**src/rtl/rf_wb_arbiter.sv**
```systemverilog
// Write-back arbiter for the 4x16 register file: shares the single write port
// between ALU and load paths and tracks pending writes per register.
module rf_wb_arbiter #(
   parameter int WIDTH = 16,
   parameter int NREG  = 4,
   parameter int CNTW  = 2,
   localparam int SELW = $clog2(NREG)
) (
   input  logic             clk,
   input  logic             rst,
   input  logic             alu_valid,
   input  logic [SELW-1:0]  alu_sel,
   input  logic [WIDTH-1:0] alu_data,
   output logic             alu_ready,
   input  logic             mem_valid,
   input  logic [SELW-1:0]  mem_sel,
   input  logic [WIDTH-1:0] mem_data,
   output logic             mem_ready,
   input  logic             claim_valid,
   input  logic [SELW-1:0]  claim_sel,
   output logic             claim_ready,
   input  logic             rd_en1,
   input  logic [SELW-1:0]  rd_sel1,
   input  logic             rd_en2,
   input  logic [SELW-1:0]  rd_sel2,
   output logic             rd_stall,
   output logic [WIDTH-1:0] rf_in,
   output logic [SELW-1:0]  rf_inSel,
   output logic             rf_inEn,
   output logic [NREG-1:0]  busy_mask,
   output logic             wb_err
);

   localparam logic [CNTW-1:0] CNT_MAX = {CNTW{1'b1}};

   logic                       rr_pri;
   logic                       gnt_alu, gnt_mem, conflict;
   logic [NREG-1:0][CNTW-1:0]  cnt;
   logic [NREG-1:0]            inc_vec, dec_vec, err_vec;
   logic                       retire_claim;

   // rr_pri=0 favours mem on conflict, 1 favours alu
   always_comb begin
      conflict = alu_valid & mem_valid;
      gnt_mem  = mem_valid & (~alu_valid | ~rr_pri);
      gnt_alu  = alu_valid & (~mem_valid | rr_pri);
   end

   assign alu_ready = gnt_alu;
   assign mem_ready = gnt_mem;

   always_ff @(posedge clk or negedge rst) begin
      if (!rst) begin
         rr_pri   <= 1'b0;
         rf_in    <= '0;
         rf_inSel <= '0;
         rf_inEn  <= 1'b0;
      end else begin
         if (conflict) rr_pri <= ~rr_pri;
         rf_inEn <= gnt_alu | gnt_mem;
         if (gnt_alu) begin
            rf_in    <= alu_data;
            rf_inSel <= alu_sel;
         end else if (gnt_mem) begin
            rf_in    <= mem_data;
            rf_inSel <= mem_sel;
         end
      end
   end

   // a write retiring into the claimed register frees a slot the same cycle
   assign retire_claim = rf_inEn & (rf_inSel == claim_sel);
   assign claim_ready  = (cnt[claim_sel] != CNT_MAX) | retire_claim;

   always_comb begin
      for (int r = 0; r < NREG; r++) begin
         inc_vec[r]   = claim_valid & claim_ready & (claim_sel == SELW'(r));
         dec_vec[r]   = rf_inEn & (rf_inSel == SELW'(r));
         err_vec[r]   = dec_vec[r] & ~inc_vec[r] & (cnt[r] == '0);
         busy_mask[r] = (cnt[r] != '0);
      end
   end

   always_ff @(posedge clk or negedge rst) begin
      if (!rst) begin
         cnt    <= '0;
         wb_err <= 1'b0;
      end else begin
         for (int r = 0; r < NREG; r++) begin
            if (inc_vec[r] & ~dec_vec[r])
               cnt[r] <= cnt[r] + CNTW'(1);
            else if (dec_vec[r] & ~inc_vec[r] & (cnt[r] != '0))
               cnt[r] <= cnt[r] - CNTW'(1);
         end
         if (|err_vec) wb_err <= 1'b1;
      end
   end

   assign rd_stall = (rd_en1 & busy_mask[rd_sel1]) | (rd_en2 & busy_mask[rd_sel2]);

endmodule
```
**config.mk**
```make
export PLATFORM = sky130hd
export DESIGN_NAME = rf_wb_arbiter
export DESIGN_NICKNAME = d
export VERILOG_FILES = /design/src/rtl/rf_wb_arbiter.sv
export SDC_FILE = /design/constraint.sdc
export NUM_CORES = 1
export LEC_CHECK = 0
export ABC_AREA = 1
export ABC_CLOCK_PERIOD_IN_PS = 1200
export CAP_MARGIN = 10
export CORE_UTILIZATION = 38
export CTS_CLUSTER_SIZE = 25
export DETAILED_ROUTE_END_ITERATION = 12
export GPL_TIMING_DRIVEN = 0
export PLACE_DENSITY = 0.78
export SYNTH_ARGS = -nofsm -noshare
export SYNTH_HDL_FRONTEND = slang
export SYNTH_SLANG_ARGS = --single-unit
```
**constraint.sdc**
```tcl
create_clock -name clk -period 1.2 [get_ports clk]
set_input_delay 0.18 -clock clk [delete_from_list [all_inputs] [get_ports clk]]
set_output_delay 0.18 -clock clk [all_outputs]
set_load 0.05 [all_outputs]
```
### Word-level counts from Yosys, hierarchy flattened

Index checks and enable logic that the tools add are counted.
Widths: inputs -> output; s select.

| word-level totals | value |
|---|---|
| register bits | 29 |
| bits of input ports | 49 |
| output and inout bits | 28 |
| logic and storage cells | 109 |

| cells by class | value |
|---|---|
| add/sub/neg operators | 8 |
| order comparisons | 3 |
| equality and inequality tests | 8 |
| mux-type cells | 18 |
| bitwise logic cells | 47 |
| reductions and logical operators | 16 |

Operator list:

| kind | number |
|---|---|
| $mux 16 | 2 |
| $and 1x1->1 | 31 |
| $mux 2 | 11 |
| $reduce_bool 2->1 | 9 |
| $logic_not 2->1 | 6 |
| $not 1->1 | 11 |
| $lt 2x3->1 const B | 3 |
| $add 2x1->2 const B | 4 |
| $eq 2x2->1 const B | 4 |
| $sub 2x1->2 const B | 4 |
| $or 1x1->1 | 5 |
| $bmux 1 s2 | 2 |
| $bmux 2 s2 | 1 |
| $eq 2x1->1 const B | 2 |
| $reduce_or 4->1 | 1 |
| $eq 2x2->1 | 1 |
| $mux 1 | 2 |
| $ne 2x2->1 const B | 1 |

### Logic depth before layout (Yosys ltp)

| depth | value |
|---|---|
| depth after elaboration | 11 |
| gate-level depth with buffers | 13 |
| gate-level depth less buffers | 12 |

### Worst setup path before layout

No wires, ideal clock.

| path | value |
|---|---|
| kind | register -> output |
| start | register cnt[4] (netlist bit) |
| end | output port rd_stall |
| data arrival time | 2.307 ns |
| data required time | 1.020 ns |
| setup slack | -1.287 ns |
| cell stages (with the launch flop) | 5 |
| path buffers | 1 |
| cells stage by stage | dfrtp_1 > or2_2 > clkbuf_1 > a21oi_1 > o21ai_0 |

| between the ends | value |
|---|---|
| word-level cells in the longest chain between the ends | 5 |
| elaborated cells on any way between the ends | 8 |
| those cells by class | mux: 4; bitwise: 3; reduce/logical: 1 |

RTL lines:

| item | line | RTL |
|---|---|---|
| start, declared | 38 | `logic [NREG-1:0][CNTW-1:0] cnt;` |
| start signal, assigned by index | 91 | `cnt[r] <= cnt[r] + CNTW'(1);` |
| start signal, assigned by index | 93 | `cnt[r] <= cnt[r] - CNTW'(1);` |
| $reduce_bool 2->1 (*) | 80 | `busy_mask[r] = (cnt[r] != '0);` |
| net busy_mask[2] | 30 | `output logic [NREG-1:0] busy_mask,` |
| $bmux 1 s2 | 99 | `assign rd_stall = (rd_en1 & busy_mask[rd_sel1]) \| (rd_en2 & busy_mask[rd_sel2]);` |
| $mux 1 (implied by the code) | 99 |  |
| $and 1x1->1 | 99 |  |
| $or 1x1->1 (*) | 99 |  |
| end, declared | 26 | `output logic rd_stall,` |

Mark *: on every way through the listed nets, which the timed path passes. The rest lies on a longest branch. The select of a mux whose other input is x is not followed.

### Worst setup path after layout

| path | value |
|---|---|
| start | register cnt[2] (netlist bit) |
| end | output port rd_stall |

| between the ends | value |
|---|---|
| word-level cells in the longest chain between the ends | 5 |
| elaborated cells on any way between the ends | 8 |
| those cells by class | mux: 4; bitwise: 3; reduce/logical: 1 |

RTL lines:

| item | line |
|---|---|
| $reduce_bool 2->1 (*) | 80 |
| $bmux 1 s2 | 99 |
| $mux 1 (implied by the code) | 99 |
| $and 1x1->1 | 99 |
| $or 1x1->1 (*) | 99 |

Every way passes the cells marked *; elsewhere a longest branch is shown, timed or not. The select of a mux whose other input is x is not followed.

==> impl_results.md <==
- Async S/R FF share, synth: 100%
- Max Slew Vio Count: 0
- CTS Buf Count: 5
- Share of the synthesized area in the top cell type: 40.1%
- Critical path type: reg -> out
- Sequential share of power: approximately a quarter
- IO buf count: 75
- Mapped cell area: 1810 um^2
- WL final: 5390 um
- Final setup fails: 20
- Final Hold Vio Count: 0
- CTS Hold Bufs: 0
- Via count: 2034
- DP HPWL: 3520 um
- Worst Tran Pin Value: 0.746 ns
- Clk_skew: 0.00636 ns
- Mean post-synth cell area: 7.06 um^2
- Main combinational cell family by area after synthesis: simple AND/OR/NAND/NOR gates
- Power Dens Cells: 1970 nW/um^2
- Final Non-Filler Cells: 415
- Worst slew margin: 50.1%
- Synth Flop Type: dfrtp_1
- Area Overhead vs Synth: 73.6%
- Critical path peak fanout: 4
- Simple-gate share of the synthesized area: 34.3%
- Setup TNS: -4.33 ns
- Remaining Overflow, GRT: 0
- Comb pwr share: 62.6%
- 1st-pass router iterations: 8
- DRC: 3
- Tmin final: 1.67 ns
- Mux cell area share after synthesis: 0.554%
- Detailed Route Iter0 Violations: 85
- Clock Sinks: 29
- Top Ports: 77
- Adder-cell share of the synthesized area: 0%
- WP buf/inv: 2
- CP startpoint kind: flop
- CP arrival: 1.49 ns
- CP top delay family: flip-flops
- Largest net degree at the start of global routing: 17
- Worst EP required: 1.02 ns
- Compound-cell area share of the yosys netlist: between 10% and 20%
- Unrepaired setup endpoints after global routing: yes
- Detail Route Antenna Nets: 0
- Number of global-route vias before repair: slightly above 2000
- Crit path cell chain: nor2_2 -> inv_2 -> a21oi_2 -> o21ai_0 -> nand2_1 -> o21ai_4 -> buf_6
- Syn nets: 305
- Fraction of layout cells with a size suffix above 1: 37.7%
- Maximum clock path buffer count: 2
- Worst-path clk slew: roughly 0.06 ns
- Yosys Warn Count: 0
- Placed cells: 384
- Rows: 24
- Area leader, netlist: dfrtp_1
- Clock network power share: around an eighth
- Crit. End Element: output port
- Cells after synthesis: 256
- Antenna cells: 0
- Die height: 71.0 um
- Max-Cap Viols: 0
- Root buffer cell: clkbuf_8
- Sw power: 2.87 mW
- Post-Synth XOR/XNOR Area: less than 1%
- Core box area: roughly 4500 um^2
- Sw frac: 46.4%
- First-pass GRT wire length: roughly 8900 um
- FMAX: 0.598 GHz
- Cell variety after synth: 27
- Worst-skew pair later-pin latency: 0.28 ns
- Die ar.: just over 5000 um^2
- Fin nets: between 400 and 500
- Post-route setup slack: -0.473 ns
- Tcrit/Tclk final: 139%
- Crit path largest cell delay: 0.41 ns
- Failing checks: design-rule violations, negative setup slack
- Gpl congestion: 0.776
- Maximum VDD drop: 0.000884 V
- Area contributors post-synth: dfrtp_1 40%, nand2_1 17%, o21ai_0 11%
- Die X: 71.0 um
- Post-synth EDFFs: 0
- Minimum setup slack among reg-to-reg paths: -0.34 ns
- Static Leak: roughly 1.5 nW
- Initial core utilization: 40.4%
- Initial antenna violation count: 0
- Slowest CP cell: dfrtp_1
- TritonCTS clock tree: built
- Register area share after synthesis: 40.1%
- Cell with the most instances after synthesis: nand2_1
- Flops & latches, synth: 29
- Internal power: 3.31 mW
- Synth cell count leaders: 82 x nand2_1, 40 x o21ai_0, 33 x inv_1, 29 x dfrtp_1
- Vias per cell: 4.90
- Routed len/inst: 13.0 um
- HP Class: in -> async
- GRT Overall Usage: 22.8%
- Outcome: finished with violations
- H-tree lvl count: 2
-- cell usage in the layout (no fill, tap or decap), drive strengths merged --
master	Yosys	routed
mux2i	1	1
dlygate4sd2	0	3
clkinvlp	0	1
dfrtp	29	29
clkdlybuf4s50	0	44
xnor2	1	1
inv	39	38
nand2	87	87
or2	2	2
a21oi	4	4
buf	4	59
clkbuf	4	9
nor3	4	4
nor2	12	12
nand4	4	4
nand3	21	21
o21ai	44	44
-- sequential cells by signal, indices dropped and copies added, names as in the netlist --
name	count
cnt	8
rf_inEn	1
rf_in	16
rr_pri	1
wb_err	1
rf_inSel	2
-- per-layer routing --
layer / share of wire (%) / GRT usage, %
met1: 39 / 25.0
met2: 51 / 40.1
met3: 7.9 / 9.12
met4: 2.4 / 8.22
met5: 0 / 0
-- worst reg2reg max path: cells and delay by family (launching register included) --
family	cells	cell delay, ns
buffers and inverters	3	0.38
AND/OR/NAND/NOR	10	0.71
flip-flops	1	0.41
-- power by group through the flow --
stage                     registers [mW]  logic (mW)  clock network [mW]
final                               1.51        3.87               0.806
after global routing                1.55        4.12               0.878
after CTS                           1.50        3.74               0.821
after detailed placement            1.53        2.85                   0
after global placement              1.53        2.79                   0
after floorplan                     1.97        1.44                   0
-- repair_timing --
item	in CTS	in global routing
pin swaps	21	12
setup endpoints to repair	47	47
buffers inserted	26	2
resized for setup	193	67
-- cell type report --
class                           count  area [um^2]
Buffer                              6         52.6
Clock buffer                        7         86.3
Fill cell                         350         1340
Inverter                           39          165
Multi-Input combinational cell    180         1090
Sequential cell                    29          732
Tap cell                           52         65.1
Timing Repair Buffer              102          943
-- stage by stage --
step	cell area (um^2)	worst slack [ns]	utilization (%)	hold WS, ns	total power [mW]
global route	3140	-0.535	70.2	0.366	6.55
global placement	2670	-1.13	59.6	0.463	4.32
floorplan	1850	-0.341	-	-0.116	3.42
finish	3140	-0.473	70.2	0.335	6.18
CTS	3140	-0.435	70.2	0.337	6.06
detailed placement	2690	-1.14	60.2	0.470	4.38
-- cell families (layout without fill, tap and decap cells) --
logic type | count (synthesis) | count (layout)
AO/OA/AOI/OAI | 48 | 48
XOR/XNOR | 1 | 1
buffers and inverters | 47 | 154
flip-flops | 29 | 29
multiplexers | 1 | 1
AND/OR/NAND/NOR | 130 | 130
-- final timing paths --
kind / from / endpoint / depth (start not counted)
setup reg to reg: cnt[3] / cnt[0] / 13
hold / removal: rst / rf_in[12] / 1
hold reg to reg: rf_in[11] / rf_in[11] / 2
setup / recovery: cnt[2] / rd_stall / 7
max in group asynchronous: rst / cnt[6] / 2
min in group clk: claim_sel[0] / cnt[5] / 4
(Power assumes the default switching activity.)
